File: src/rtl/ps2_device_tx.sv
// PS/2 device-side transmitter: frames a byte as start/8 data/odd parity/stop,
// generates the PS/2 clock itself and backs off when the host holds the clock low.
module ps2_device_tx #(
  parameter int QUARTER = 2500,
  parameter int GAP     = 5000
) (
  input  logic       clk,
  input  logic       rst,
  input  logic [7:0] tx_data,
  input  logic       tx_start,
  input  logic       ps2c_in,
  output logic       ps2c,
  output logic       ps2d,
  output logic       tx_busy,
  output logic       tx_done_tick,
  output logic       tx_abort_tick
);

  localparam int QW = $clog2(QUARTER) + 2;
  localparam int GW = $clog2(GAP + 1);
  localparam logic [QW-1:0] HALF    = QW'(2 * QUARTER);
  localparam logic [QW-1:0] HALF_M1 = QW'(2 * QUARTER - 1);
  localparam logic [QW-1:0] LAST    = QW'(4 * QUARTER - 1);
  localparam logic [GW-1:0] GAP_M1  = GW'(GAP - 1);

  typedef enum logic [1:0] {
    S_IDLE,
    S_WAIT,
    S_SEND,
    S_GAP
  } state_t;

  state_t          state_q, state_d;
  logic [QW-1:0]   qcnt_q, qcnt_d;
  logic [3:0]      bit_q, bit_d;
  logic [GW-1:0]   gcnt_q, gcnt_d;
  logic [10:0]     frame_q, frame_d;
  logic            ps2c_q, ps2c_d;
  logic            ps2d_q, ps2d_d;
  logic            busy_q, busy_d;
  logic            done_q, done_d;
  logic            abort_q, abort_d;
  logic            meta_q, meta_d;
  logic            sync_q, sync_d;
  logic            c_h1_q, c_h1_d;
  logic            c_h2_q, c_h2_d;
  logic [QW-1:0]   qcnt_nx;
  logic [3:0]      bit_nx;

  always_comb begin
    state_d = state_q;
    qcnt_d  = qcnt_q;
    bit_d   = bit_q;
    gcnt_d  = gcnt_q;
    frame_d = frame_q;
    ps2c_d  = ps2c_q;
    ps2d_d  = ps2d_q;
    busy_d  = busy_q;
    done_d  = 1'b0;
    abort_d = 1'b0;
    meta_d  = ps2c_in;
    sync_d  = meta_q;
    c_h1_d  = ps2c_q;
    c_h2_d  = c_h1_q;
    qcnt_nx = qcnt_q + QW'(1);
    bit_nx  = bit_q + 4'd1;

    case (state_q)
      S_IDLE: begin
        if (tx_start) begin
          frame_d = {1'b1, ~^tx_data, tx_data, 1'b0};
          busy_d  = 1'b1;
          qcnt_d  = '0;
          bit_d   = '0;
          if (sync_q) begin
            state_d = S_SEND;
            ps2c_d  = 1'b1;
            ps2d_d  = 1'b0;
          end else begin
            state_d = S_WAIT;
          end
        end
      end

      // Host is inhibiting: qcnt counts consecutive released-clock cycles.
      S_WAIT: begin
        if (!sync_q) begin
          qcnt_d = '0;
        end else if (qcnt_q == HALF_M1) begin
          state_d = S_SEND;
          qcnt_d  = '0;
          ps2c_d  = 1'b1;
          ps2d_d  = 1'b0;
        end else begin
          qcnt_d = qcnt_nx;
        end
      end

      S_SEND: begin
        // The synchronised line lags our drive by two cycles, so only a low
        // seen while our own drive was high two cycles ago is the host.
        if (qcnt_q < HALF && c_h2_q && !sync_q) begin
          state_d = S_IDLE;
          ps2c_d  = 1'b1;
          ps2d_d  = 1'b1;
          busy_d  = 1'b0;
          abort_d = 1'b1;
          qcnt_d  = '0;
          bit_d   = '0;
        end else if (qcnt_q == LAST) begin
          qcnt_d = '0;
          ps2c_d = 1'b1;
          if (bit_q == 4'd10) begin
            state_d = S_GAP;
            ps2d_d  = 1'b1;
            gcnt_d  = '0;
            bit_d   = '0;
          end else begin
            bit_d  = bit_nx;
            ps2d_d = frame_q[bit_nx];
          end
        end else begin
          qcnt_d = qcnt_nx;
          ps2c_d = (qcnt_nx < HALF);
        end
      end

      S_GAP: begin
        if (gcnt_q == GAP_M1) begin
          state_d = S_IDLE;
          busy_d  = 1'b0;
          done_d  = 1'b1;
          gcnt_d  = '0;
        end else begin
          gcnt_d = gcnt_q + GW'(1);
        end
      end

      default: state_d = S_IDLE;
    endcase
  end

  always_ff @(posedge clk) begin
    if (rst) begin
      state_q <= S_IDLE;
      qcnt_q  <= '0;
      bit_q   <= '0;
      gcnt_q  <= '0;
      frame_q <= '0;
      ps2c_q  <= 1'b1;
      ps2d_q  <= 1'b1;
      busy_q  <= 1'b0;
      done_q  <= 1'b0;
      abort_q <= 1'b0;
      meta_q  <= 1'b1;
      sync_q  <= 1'b1;
      c_h1_q  <= 1'b1;
      c_h2_q  <= 1'b1;
    end else begin
      state_q <= state_d;
      qcnt_q  <= qcnt_d;
      bit_q   <= bit_d;
      gcnt_q  <= gcnt_d;
      frame_q <= frame_d;
      ps2c_q  <= ps2c_d;
      ps2d_q  <= ps2d_d;
      busy_q  <= busy_d;
      done_q  <= done_d;
      abort_q <= abort_d;
      meta_q  <= meta_d;
      sync_q  <= sync_d;
      c_h1_q  <= c_h1_d;
      c_h2_q  <= c_h2_d;
    end
  end

  assign ps2c          = ps2c_q;
  assign ps2d          = ps2d_q;
  assign tx_busy       = busy_q;
  assign tx_done_tick  = done_q;
  assign tx_abort_tick = abort_q;

endmodule
File: config.mk
export PLATFORM = sky130hd
export DESIGN_NAME = ps2_device_tx
export DESIGN_NICKNAME = d
export VERILOG_FILES = /design/src/rtl/ps2_device_tx.sv
export SDC_FILE = /design/constraint.sdc
export NUM_CORES = 1
export LEC_CHECK = 0
export ABC_AREA = 0
export CAP_MARGIN = 10
export CELL_PAD_IN_SITES_DETAIL_PLACEMENT = 2
export CELL_PAD_IN_SITES_GLOBAL_PLACEMENT = 2
export CORE_MARGIN = 1
export CORE_UTILIZATION = 33
export CTS_BUF_LIST = sky130_fd_sc_hd__clkbuf_16
export DETAILED_ROUTE_END_ITERATION = 8
export PLACE_DENSITY_LB_ADDON = 0.1
export SYNTH_ARGS = -nofsm -noshare
export SYNTH_HDL_FRONTEND = slang
export SYNTH_SLANG_ARGS = --single-unit
export TNS_END_PERCENT = 10
File: constraint.sdc
create_clock -name clk -period 2.5 [get_ports clk]
set_input_delay 0.5 -clock clk [delete_from_list [all_inputs] [get_ports clk]]
set_output_delay 0.5 -clock clk [all_outputs]
set_load 0.03 [all_outputs]
Word-level counts from Yosys, hierarchy flattened

Index checks and enable logic that the tools add are counted.

Bits in registers: 52
Output and inout bits: 5
Logic and storage cells: 107

$add $sub $neg: 3
Order comparisons: 3
Eq/ne operators: 18
Muxes and demuxes: 48
Bitwise operators: 2
Reduce and logical (&&, ||, !) cells: 19

Operators by type and width:

| cell                    | count |
|---|---|
| $mux W14                | 5 |
| $mux W13                | 4 |
| $pmux W14 S3            | 1 |
| $lt A14 B13 Y1 const B  | 2 |
| $pmux W13 S2            | 1 |
| $mux W1                 | 19 |
| $ne A2 B2 Y1 const B    | 9 |
| $mux W2                 | 8 |
| $mux W4                 | 4 |
| $add A14 B1 Y14 const B | 1 |
| $eq A14 B13 Y1 const B  | 1 |
| $eq A14 B14 Y1 const B  | 1 |
| $add A13 B1 Y13 const B | 1 |
| $eq A13 B13 Y1 const B  | 1 |
| $reduce_and A6 Y1       | 2 |
| $pmux W1 S3             | 3 |
| $pmux W2 S4             | 1 |
| $pmux W4 S2             | 1 |
| $reduce_and A4 Y1       | 2 |
| $reduce_xnor A8 Y1      | 1 |
| $ne A3 B3 Y1 const B    | 2 |
| $reduce_bool A3 Y1      | 2 |
| $lt A4 B5 Y1 const B    | 1 |
| $reduce_and A5 Y1       | 1 |
| 13 further kinds        | 19 |

Depth between registers and ports, before layout

Word-level depth: 7
Mapped depth: 9
Gate-level depth less buffers: 8

Least setup slack after synthesis

Ideal clock, no wire load.

Kind: reg2reg
From: reg qcnt_q[0]
To: reg bit_q[3]
Setup time: 0.070 ns
Arrival: 2.337 ns
Slack: 0.092 ns
Stages on the path, launching flop included: 9
Period minus slack after synthesis: 2.408 ns
Path through: dfxtp_1 > ha_1 > clkbuf_1 > nor4b_1 > and4_1 > buf_2 > o22ai_2 > or4_1 > a21oi_1

Cells in the longest elaborated chain, start to end: 5
Elaborated cells between the ends (all ways): 8
Those cells by class: order compare (1); eq/ne (2); mux (2); reduce/logical (3)

RTL lines:

| element                                                           | RTL line | RTL |
|---|---|---|
| start: declaration                                                | 34       | `logic [QW-1:0] qcnt_q, qcnt_d;` |
| start signal: assignment                                          | 161      | `qcnt_q <= qcnt_d;` |
| $lt A14 B13 Y1                                                    | 102      | `if (qcnt_q < HALF && c_h2_q && !sync_q) begin` |
| $logic_and A1 B1 Y1 (2 in series)                                 | 102      |  |
| $ne A3 B3 Y1 (no source line) or $mux W4 (tied branches)          | --       |  |
| $reduce_and A3 Y1 (no source line) or $pmux W4 S2 (tied branches) | --       |  |
| end signal: assignment                                            | 162      | `bit_q <= bit_d;` |
| end: declaration                                                  | 35       | `logic [3:0] bit_q, bit_d;` |

Several ways; a longest one is shown, not always the timed one.
A chain may end at the register's enable or synchronous reset.

Final worst setup path

From: reg qcnt_q[10]
To: reg state_q[1]

Cells in the longest elaborated chain, start to end: 5
Elaborated cells between the ends (all ways): 11
Those cells by class: order compare (1); eq/ne (5); mux (2); reduce/logical (3)

RTL lines:

| element                                                           | RTL line | RTL |
|---|---|---|
| $lt A14 B13 Y1                                                    | 102      |  |
| $logic_and A1 B1 Y1 (2 in series)                                 | 102      |  |
| $ne A3 B3 Y1 (no source line) or $mux W2 (tied branches)          | --       |  |
| $reduce_and A6 Y1 (no source line) or $pmux W2 S4 (tied branches) | --       |  |
| end signal: assignment                                            | 160      | `state_q <= state_d;` |
| end: declaration                                                  | 33       | `state_t state_q, state_d;` |

Several ways; a longest one is shown, not always the timed one.

==> results.cfg <==
[clock_tree]
path_clk_slew_ps = 70
cts.htree.levels = 2
cts_tree = built
clock_sink_count = 52
root_buffer = clkbuf_16
ctsLongestPathBuffers = 2
cts_setup_buffers = 0
clk_latency_ps = 290
cts_inserted_buffers = 5

[timing]
setup_viol = 0
hold_viol = 0
slew_violations = 0
fmax_ghz = 0.424
clock-skew-final_ps = 9.79
tightestPinTransition_ps = 575
relSlewSlack_pct = 61.6
rsz0062_at_grt = no
min_period_ps = 2360
fin_crit_sh_pct = 94.3

[die]
fp.dieArea_um2 = 9180
die_w_um = 95.8
die_y_um = 95.8
io_pins = 17
rows = 33
start_util_pct = 34.6
core_area_um2 = 8380

[worst_setup_path]
cp.required_ps = 2740
rrSetupSlack_ps = 140
worstReg2RegEnd = state_q[1]
r2r_cells = 7
cp_max_fo = 4
endpoint_kind = flip-flop
worstSetupStartpointType = flip-flop
arrival_ps = 2600
timing.rr.start = qcnt_q[10]
crit_type = flip-flop to flip-flop

[placed_design]
dpl_cell_area_um2 = 3390
numPortBuffers = 16
gp_congestion = 0.793
place_inst = 488
post-dp-hpwl_um = 6680

[layout]
areaGrowthSynthToFinish_pct = 22.1
fin_cells = 496
drive_gt1_share_pct = 14.6
n_fill_cell = 984
final_area_um2 = 3540
diodes = 0
fin_nets = 411

[route]
first_pass_iters = 6
wirelength_um = 8940
vias_per_cell = 5.43
drc = 0
wire_per_inst_um = 18.0
initialDrtViolationCount = 96
vias = 2694
ant_nets = 0

[synth]
syn_avg_cell_area_um2 = 8.27
synth_cell_type_count = 58
synth-edff-count = 0
synth_ff_type = dfxtp_1
ys_seq_elements = 52
netlist_area_um2 = 2900
ys_seq_area_share_pct = 35.8
synthArstFlopShare_pct = 0
synthCells = 351
synth_fp_nets = 372
yosysWarnings = 0

[power]
peakVddDrop_mv = 0.482
p_seq_share_pct = 39.9
switchingPower_uw = 787
p_per_area_nw_per_um2 = 660
power.leakage_nw = 1.35
p_sw_share_pct = 33.6
p_int_mw = 1.55
comb_power_share_pct = 29.5
p_clk_share_pct = 30.6

[grt]
gr-total-overflow = 0
antenna_found_initial = 0
grt_max_degree = 29
grt.total_usage_pct = 21.1
grt_pass1_wl_um = 14700
first_global_vias = 2819

[min_path]
hold_depth = 1
min_path_type = flip-flop to flip-flop
hold_end = sync_q
hold_path.startpoint = meta_q

[flow_run]
cap_viol_max_count = 0

[run_status]
status = complete, no violations
[timing repair]
| action | CTS | global route |
|---|---|---|
| hold buffers | 0 | 0 |
| resized for setup | 1 | 1 |
| pin swaps | 0 | 1 |
| endpoints found under the setup margin | 2 | 3 |
[registers in the layout, indices dropped and copies added, names as in the netlist]
name / count
frame_q: 10
c_h2_q: 1
tx_done_tick: 1
bit_q: 4
c_h1_q: 1
tx_abort_tick: 1
meta_q: 1
sync_q: 1
state_q: 2
qcnt_q: 14
ps2d: 1
ps2c: 1
tx_busy: 1
gcnt_q: 13
[kinds of logic after synthesis]
group / count (synthesis) / share of synthesized area (%)
buf+inv: 27 / 4.27
fa+ha+maj: 9 / 3.88
simple gates: 160 / 28.1
mux: 6 / 2.93
flops: 52 / 35.8
compound gates: 71 / 17.1
xor+xnor: 26 / 7.84
[cell type report]
type	count	area, um^2	share of cell area [%]
inverters	9	33.8	0.953
well taps	105	131	3.71
clock buffers	5	125	3.53
clock inverters	3	26.3	0.741
repair buffers	50	440	12.4
multi-input cells	272	1750	49.3
flip-flops and latches	52	1040	29.4
[routing by layer]
layer / share of wire [%] / routed length [um] / up-vias / global-route usage (%)
met4: 1.1 / 98 / 0 / 4.48
met5: 0 / 0 / - / 0
met1: 48 / 4330 / 1326 / 28.8
li1: - / - / 1331 / -
met3: 2.1 / 187 / 6 / 2.61
met2: 48 / 4320 / 31 / 35.7
[per-stage QoR]
stage | power (mW) | setup slack, ps | setup TNS [ps] | utilization, % | hold WS [ps]
floorplan | 1.37 | 92.4 | 0 | - | 389
global placement | 1.60 | 137 | 0 | 40.4 | 394
detailed placement | 1.64 | -6.32 | -6.32 | 40.4 | 398
CTS | 2.38 | 62.9 | 0 | 42.3 | 416
global route | 2.48 | 8.56 | 0 | 42.3 | 427
finish | 2.34 | 141 | 0 | 42.3 | 412
[worst max-delay path, cell delays in order, from the launching register on]
cell	delay, ps
dfxtp_1	320
or2_1	240
or4_4	540
buf_4	170
o21ai_0	250
o211ai_1	200
a2111oi_1	440
a31o_2	160
[synth_stat cells, drive strengths merged, types with 7 or more instances]
cell    count  area, um^2
a31oi       8        50.1
clkbuf     11        41.3
and3        8        50.1
buf         7        48.8
ha          9         113
nand4       9        56.3
nand2      48         180
o21ai      11        55.1
xnor2       8        70.1
dfxtp      52        1040
nor2       33         124
inv         9        33.8
nand3      17        85.1
xor2       18         158
a21oi      23         115
[power groups by stage]
stage / Sequential [mW] / Clock, mW / Combinational [mW]
floorplan: 0.969 / 0 / 0.399
global placement: 0.950 / 0 / 0.655
detailed placement: 0.953 / 0 / 0.688
CTS: 0.935 / 0.744 / 0.699
global route: 0.943 / 0.772 / 0.765
finish: 0.934 / 0.716 / 0.691
[worst max-delay path by stage]
stage,from,end,slack (ps),cells after the start
after floorplan,qcnt_q[0],bit_q[3],90,8
after global routing,state_q[0],qcnt_q[12],9,9
after CTS,qcnt_q[10],qcnt_q[12],60,7
after global placement,qcnt_q[3],bit_q[3],140,6
final,qcnt_q[10],state_q[1],140,7
after detailed placement,qcnt_q[3],bit_q[3],-6,6
[layout by cell type, fill, tap and decap left out, types with 5 or more instances in the layout]
| cell | count |
|---|---|
| o21ai_0 | 9 |
| xnor2_1 | 8 |
| a31oi_1 | 8 |
| dfxtp_1 | 52 |
| ha_1 | 9 |
| clkbuf_16 | 5 |
| xor2_1 | 18 |
| nor3_1 | 5 |
| a21oi_1 | 23 |
| nor2_1 | 33 |
| and3_1 | 8 |
| and2_1 | 5 |
| buf_4 | 32 |
| nor2b_1 | 5 |
| nand4_1 | 9 |
| clkdlybuf4s50_1 | 16 |
| nand2_1 | 48 |
| nand3_1 | 17 |
| inv_1 | 9 |
Power figures use the tool's default switching activity.
